--- config.mk ---
export PLATFORM = sky130hd
export DESIGN_NAME = enoc_switch_allocator
export DESIGN_NICKNAME = d
export VERILOG_FILES = /design/src/rtl/enoc_switch_allocator.sv
export SDC_FILE = /design/constraint.sdc
export NUM_CORES = 1
export LEC_CHECK = 0
export ABC_AREA = 1
export ABC_CLOCK_PERIOD_IN_PS = 6910
export CAP_MARGIN = 30
export CORE_ASPECT_RATIO = 1.1
export CORE_MARGIN = 2
export CORE_UTILIZATION = 41
export CTS_CLUSTER_DIAMETER = 200
export CTS_CLUSTER_SIZE = 40
export DETAILED_ROUTE_END_ITERATION = 10
export PLACE_DENSITY = 0.59
export SYNTH_ARGS = -nofsm -noshare
export SYNTH_HDL_FRONTEND = slang
export SYNTH_SLANG_ARGS = --single-unit
--- constraint.sdc ---
create_clock -name clk -period 6.91 [get_ports clk]
set_clock_uncertainty 0.2 [all_clocks]
set_input_delay 1.0365 -clock clk [delete_from_list [all_inputs] [get_ports clk]]
set_output_delay 1.0365 -clock clk [all_outputs]
set_load 0.01 [all_outputs]
--- src/rtl/enoc_switch_allocator.sv ---
// ENoC switch allocator: one round-robin, wormhole-locking arbiter per output port.
// Grants are combinational from the current requests; arbiter state advances on clk.

module enoc_sa_out_arb (
   input  logic       clk,
   input  logic       reset,
   input  logic       ce,
   input  logic       en,
   input  logic [0:4] req,
   input  logic [0:4] tail,
   output logic [0:4] grant
);

   logic       lock, lock_nxt;
   logic [2:0] owner, owner_nxt;
   logic [2:0] ptr, ptr_nxt;
   logic       gnt_any;
   logic [2:0] gnt_idx;
   logic [2:0] idx;

   function automatic logic [2:0] inc5(input logic [2:0] v);
      return (v == 3'd4) ? 3'd0 : v + 3'd1;
   endfunction

   always_comb begin
      gnt_any = 1'b0;
      gnt_idx = '0;
      idx     = ptr;
      grant   = '0;
      if (!reset && ce && en) begin
         if (lock) begin
            // Locked output only serves its owner; a dropped request is a bubble.
            if (req[owner]) begin
               gnt_any = 1'b1;
               gnt_idx = owner;
            end
         end else begin
            for (int k = 0; k < 5; k++) begin
               if (!gnt_any && req[idx]) begin
                  gnt_any = 1'b1;
                  gnt_idx = idx;
               end
               idx = inc5(idx);
            end
         end
      end
      if (gnt_any) grant[gnt_idx] = 1'b1;
   end

   always_comb begin
      lock_nxt  = lock;
      owner_nxt = owner;
      ptr_nxt   = ptr;
      if (gnt_any) begin
         if (lock) begin
            if (tail[owner]) begin
               lock_nxt = 1'b0;
               ptr_nxt  = inc5(owner);
            end
         end else if (tail[gnt_idx]) begin
            ptr_nxt = inc5(gnt_idx);
         end else begin
            lock_nxt  = 1'b1;
            owner_nxt = gnt_idx;
         end
      end
   end

   always_ff @(posedge clk or posedge reset) begin
      if (reset) begin
         lock  <= 1'b0;
         owner <= '0;
         ptr   <= '0;
      end else begin
         lock  <= lock_nxt;
         owner <= owner_nxt;
         ptr   <= ptr_nxt;
      end
   end

endmodule

module enoc_switch_allocator (
   input  logic            clk,
   input  logic            reset,
   input  logic            ce,
   input  logic [0:4][0:4] i_output_req,
   input  logic [0:4]      i_tail,
   input  logic [0:4]      i_en,
   output logic [0:4][0:4] o_output_grant,
   output logic [0:4]      o_input_grant
);

   localparam int PORTS = 5;

   logic [0:PORTS-1][0:PORTS-1] req_vld;
   logic [0:PORTS-1][0:PORTS-1] req_col;

   // Malformed (non one-hot) request rows are dropped, then transposed to [out][in].
   always_comb begin
      for (int i = 0; i < PORTS; i++)
         req_vld[i] = $onehot(i_output_req[i]) ? i_output_req[i] : '0;
   end

   always_comb begin
      for (int o = 0; o < PORTS; o++)
         for (int i = 0; i < PORTS; i++)
            req_col[o][i] = req_vld[i][o];
   end

   for (genvar o = 0; o < PORTS; o++) begin : g_out
      enoc_sa_out_arb u_arb (
         .clk   (clk),
         .reset (reset),
         .ce    (ce),
         .en    (i_en[o]),
         .req   (req_col[o]),
         .tail  (i_tail),
         .grant (o_output_grant[o])
      );
   end

   always_comb begin
      o_input_grant = '0;
      for (int i = 0; i < PORTS; i++)
         for (int o = 0; o < PORTS; o++)
            o_input_grant[i] = o_input_grant[i] | o_output_grant[o][i];
   end

endmodule

==> results summary <==
The portion of the clock cycle consumed by the worst path in the final layout is 96.8%. The antenna diode instance count came out at 0. The overall die height is 147 um. The kind of cell with the highest combined delay along the critical path is simple AND/OR/NAND/NOR gates.

The endpoint identified for the worst register-to-register timing path is g_out[1].u_arb.ptr[2]. The number of distinct library cells after synthesis is 49. The worst setup path is launched from a primary input. The largest individual stage delay along the critical path comes from the cell sky130_fd_sc_hd__clkdlybuf4s50_1. The instance count of the mapped netlist is 1323. The number of input and output port buffers inserted came out at 67.

At the pin with the least slew margin, the transition time is approximately 0.67 ns. In the post-synthesis netlist, the biggest area contributors are sky130_fd_sc_hd__nand2_1 (18%), sky130_fd_sc_hd__nand3_1 (13%), sky130_fd_sc_hd__dfrtp_1 (11%), sky130_fd_sc_hd__ha_1 (9.5%), sky130_fd_sc_hd__inv_1 (8.9%). The worst path in the final design needs a cycle of 6.69 ns, including I/O delays and setup. The final worst slack is 0.223 ns.

The number of hold-slack violations in the final timing report came out at 0. The worst endpoint required time came out at around 5.7 ns. The number of pins exceeding their max-slew limit in the final report came out at 0. The count of vias placed by the detailed router is between 8000 and 9000. The sequential area share after synthesis is ~11%.

The largest total area in the synthesized netlist belongs to sky130_fd_sc_hd__nand2_1. The worst slew slack as a fraction of its limit is a little under three fifths. The post-synthesis instance area is around 7600 sq um. The clock drives 35 sinks. The first-pass detailed-route iteration total came out at 5. Counting the buffers created by CTS gives 5.

The growth of design area from synthesis to finish came out at 20.2%. The core box area is 18300 sq um. The number of nets in the finished design came out at 1544. For flop-to-flop paths, the worst setup slack is about 2.5 ns. The area fraction of the dominant cell type after synthesis came out at 17.6%. Setup repair after global routing could not meet its margin everywhere.

Summed over all cells, the static leakage comes to 0.00502 uW. The flow ran to the end, and the final reports show no timing, DRC or antenna violations. The number of global-route vias before repair is 8015. The post-placement setup slack is -0.107 ns. The cell sitting at the root of the clock tree is a sky130_fd_sc_hd__clkbuf_16. In this run the worst path has a maximum fanout of 7. Once the floorplan was initialized, standard cells occupied 41.6% of the core. TritonCTS built the clock tree. The longest clock path from root to sink contains 2 buffers.

The number of violations reported at the end of detailed-routing iteration 0 is 504. The routability-driven placement congestion ratio is roughly 0.96. The half-perimeter wire length of the detailed placement result came out at 19600 um. The register bit count reported by yosys came out at 35. The maximum clock frequency is 150 MHz. The number of nets with antenna violations after detailed routing is 0. 68 I/O pins were placed. The clock insertion delay at the later pin of the skew report is 0.30 ns.

The H-tree depth reported by CTS came out at 2. The path depth of the worst reg2reg path came out at 27. The per-cell routed wire length came out at 14.4 um. The startpoint identified for the worst hold timing path is g_out[4].u_arb.ptr[0].

The share of cells above drive strength 1 is 17.3%. The number of cells in the design after placement came out at around 1700. The power density normalized to cell area is 471 nW/um^2. Entering global routing, the biggest net connects 36 pins. The number of buffer and inverter stages on the critical path is 7. In this run the core area contains between 50 and 60 standard-cell rows.

The aggregate global-route resource usage is 24.6%. The total wire length is around 24000 um. The total setup violations reported at the end of the flow came out at 0. The max-capacitance violation count came out at 0. Once placement finished, the instance area stood at 8980 sq um. The worst setup path is of the in -> out kind. The worst register-to-register path begins at g_out[1].u_arb.ptr[0]. The die covers between 15000 and 20000 sq um. On the final layout, the worst hold slack is 0.379 ns.

In this run the horizontal extent of the chip is ~130 um. The worst hold-check path type is reg -> reg. The maximum ir drop on the vdd rail came out at 0.000198 V.

In the routed layout, each cell is associated on average with a via count of ~5.2. Counting instances, the worst hold path has a depth of 2. Across the whole layout, storage elements account for 876 sq um. The initial antenna violation count was 0.

The layout has 1950 filler cells. STA classifies the critical path endpoint as a primary output. The wire length of the first global-routing pass came out at 39200 um. The area of the multi-input gates came out at 5940 sq um. In the routed design, unresolved DRC markers number 0. The number of warning messages in the yosys log is 0. The clock-pin slew of the registers on the worst-case setup and hold paths is 0.05 ns. Once layout is complete, the cells apart from fillers number 1681. The number of nets produced by synthesis came out at 1429.

The arrival time of the worst setup path came out at 5.45 ns. The critical path's largest stage delay came out at 0.53 ns. The worst hold path terminates at g_out[4].u_arb.ptr[0]. The average cell area after synthesis is 5.77 sq um.

Summed over all layers, the global routing overflow is 0. The number of setup buffers added after CTS is 0. After routing the design area is 9180 sq um.
how the worst max path moves through the flow:
stage,from,depth (start not counted),to
final,i_output_req[1],25,o_input_grant[0]
after global placement,i_output_req[1],23,o_input_grant[3]
after CTS,i_output_req[15],26,o_input_grant[3]
after detailed placement,i_output_req[15],26,o_input_grant[3]
after floorplan,i_output_req[5],26,o_input_grant[0]
after global routing,i_output_req[20],31,o_input_grant[0]
cells in the final DEF (no fill, tap or decap), types with 5 or more instances in the layout:
master / n
sky130_fd_sc_hd__a21oi_1: 33
sky130_fd_sc_hd__nor2_2: 23
sky130_fd_sc_hd__inv_2: 34
sky130_fd_sc_hd__inv_1: 180
sky130_fd_sc_hd__nand2_4: 13
sky130_fd_sc_hd__xor2_1: 9
sky130_fd_sc_hd__ha_1: 58
sky130_fd_sc_hd__nor3_1: 9
sky130_fd_sc_hd__nand3_1: 199
sky130_fd_sc_hd__nor2_4: 6
sky130_fd_sc_hd__nand3b_1: 10
sky130_fd_sc_hd__nand2_1: 356
sky130_fd_sc_hd__o21ai_2: 8
sky130_fd_sc_hd__buf_4: 54
sky130_fd_sc_hd__fa_1: 10
sky130_fd_sc_hd__dfrtp_1: 35
sky130_fd_sc_hd__clkbuf_16: 5
sky130_fd_sc_hd__nand2_2: 62
sky130_fd_sc_hd__nand3_2: 18
sky130_fd_sc_hd__clkdlybuf4s50_1: 64
sky130_fd_sc_hd__nor2_1: 138
sky130_fd_sc_hd__nand4_1: 26
sky130_fd_sc_hd__o21ai_0: 29
worst min-delay path: cells and delay by family (launching register included):
kind,cells,cell delay [ns]
flops,1,0.43
simple gates,2,0.11
synthesized netlist by cell type (all sizes together):
cell type / count
a41oi: 1
a31oi: 5
a21oi: 35
o311ai: 2
xnor2: 3
a31o: 1
xor2: 9
nand4: 27
buf: 3
nand3b: 10
o21a: 2
o21ai: 42
fa: 10
o211ai: 4
and2: 1
nor2: 169
a2111oi: 1
dfrtp: 35
nor3: 13
o211a: 1
a211oi: 1
clkbuf: 11
o21bai: 1
a22oi: 1
nand2: 431
o22ai: 2
or2: 4
inv: 215
nor4: 2
a311oi: 3
ha: 58
nand3: 220
repair_timing:
item | CTS | global route
resized for setup | 1 | 21
hold buffers | 0 | 0
pin swaps | 0 | 1
gates cloned | 0 | 0
setup endpoints to repair | 1 | 13
cells by family after synthesis:
kind of cell	synth area share (%)
AOI/OAI and AO/OA	8.54
adders and majority gates	12.1
buffers and inverters	11.4
DFF	11.5
and+or+nand+nor	55.1
xor gates and xnor gates	1.38
stage by stage:
| stage | power, uW | util (%) | setup TNS (ns) |
|---|---|---|---|
| after floorplan | 3230 | - | 0 |
| after global placement | 4030 | 48.9 | -0.0783 |
| after detailed placement | 4030 | 48.9 | -0.107 |
| after CTS | 4290 | 49.7 | 0 |
| after global routing | 4830 | 50.0 | -0.115 |
| final | 4320 | 50.0 | 0 |
power breakdown:
group	internal (uW)	leakage (uW)	switching, uW
combinational	1290	0.00448	2400
sequential	267	0.000465	134
clock	141	0.0000727	93.0
total	1690	0.00502	2630
state kept, by name, summed over array words and instances, names as in the netlist:
name / flops
g_out.u_arb.lock: 5
g_out.u_arb.owner: 15
g_out.u_arb.ptr: 15
cell type report:
class	instances	area share [%]
clock inverter	1	0.0545
tap	243	3.31
timing repair buffer	122	12.0
clock buffer	6	1.51
multi-input combinational	1059	64.7
sequential	35	9.54
inverter	215	8.82
layer usage:
metal  up-vias  global-route usage (%)  wire, um  share of wire [%]
met3        27                    4.55      1450                6.0
met5         -                       0         0                  0
met4         0                    6.37       450                1.9
met2       224                    40.8     11000                 45
met1      3938                    33.0     11300                 47
li1       4473                       -         -                  -
Note: power is estimated with default switching activity, not from simulation.
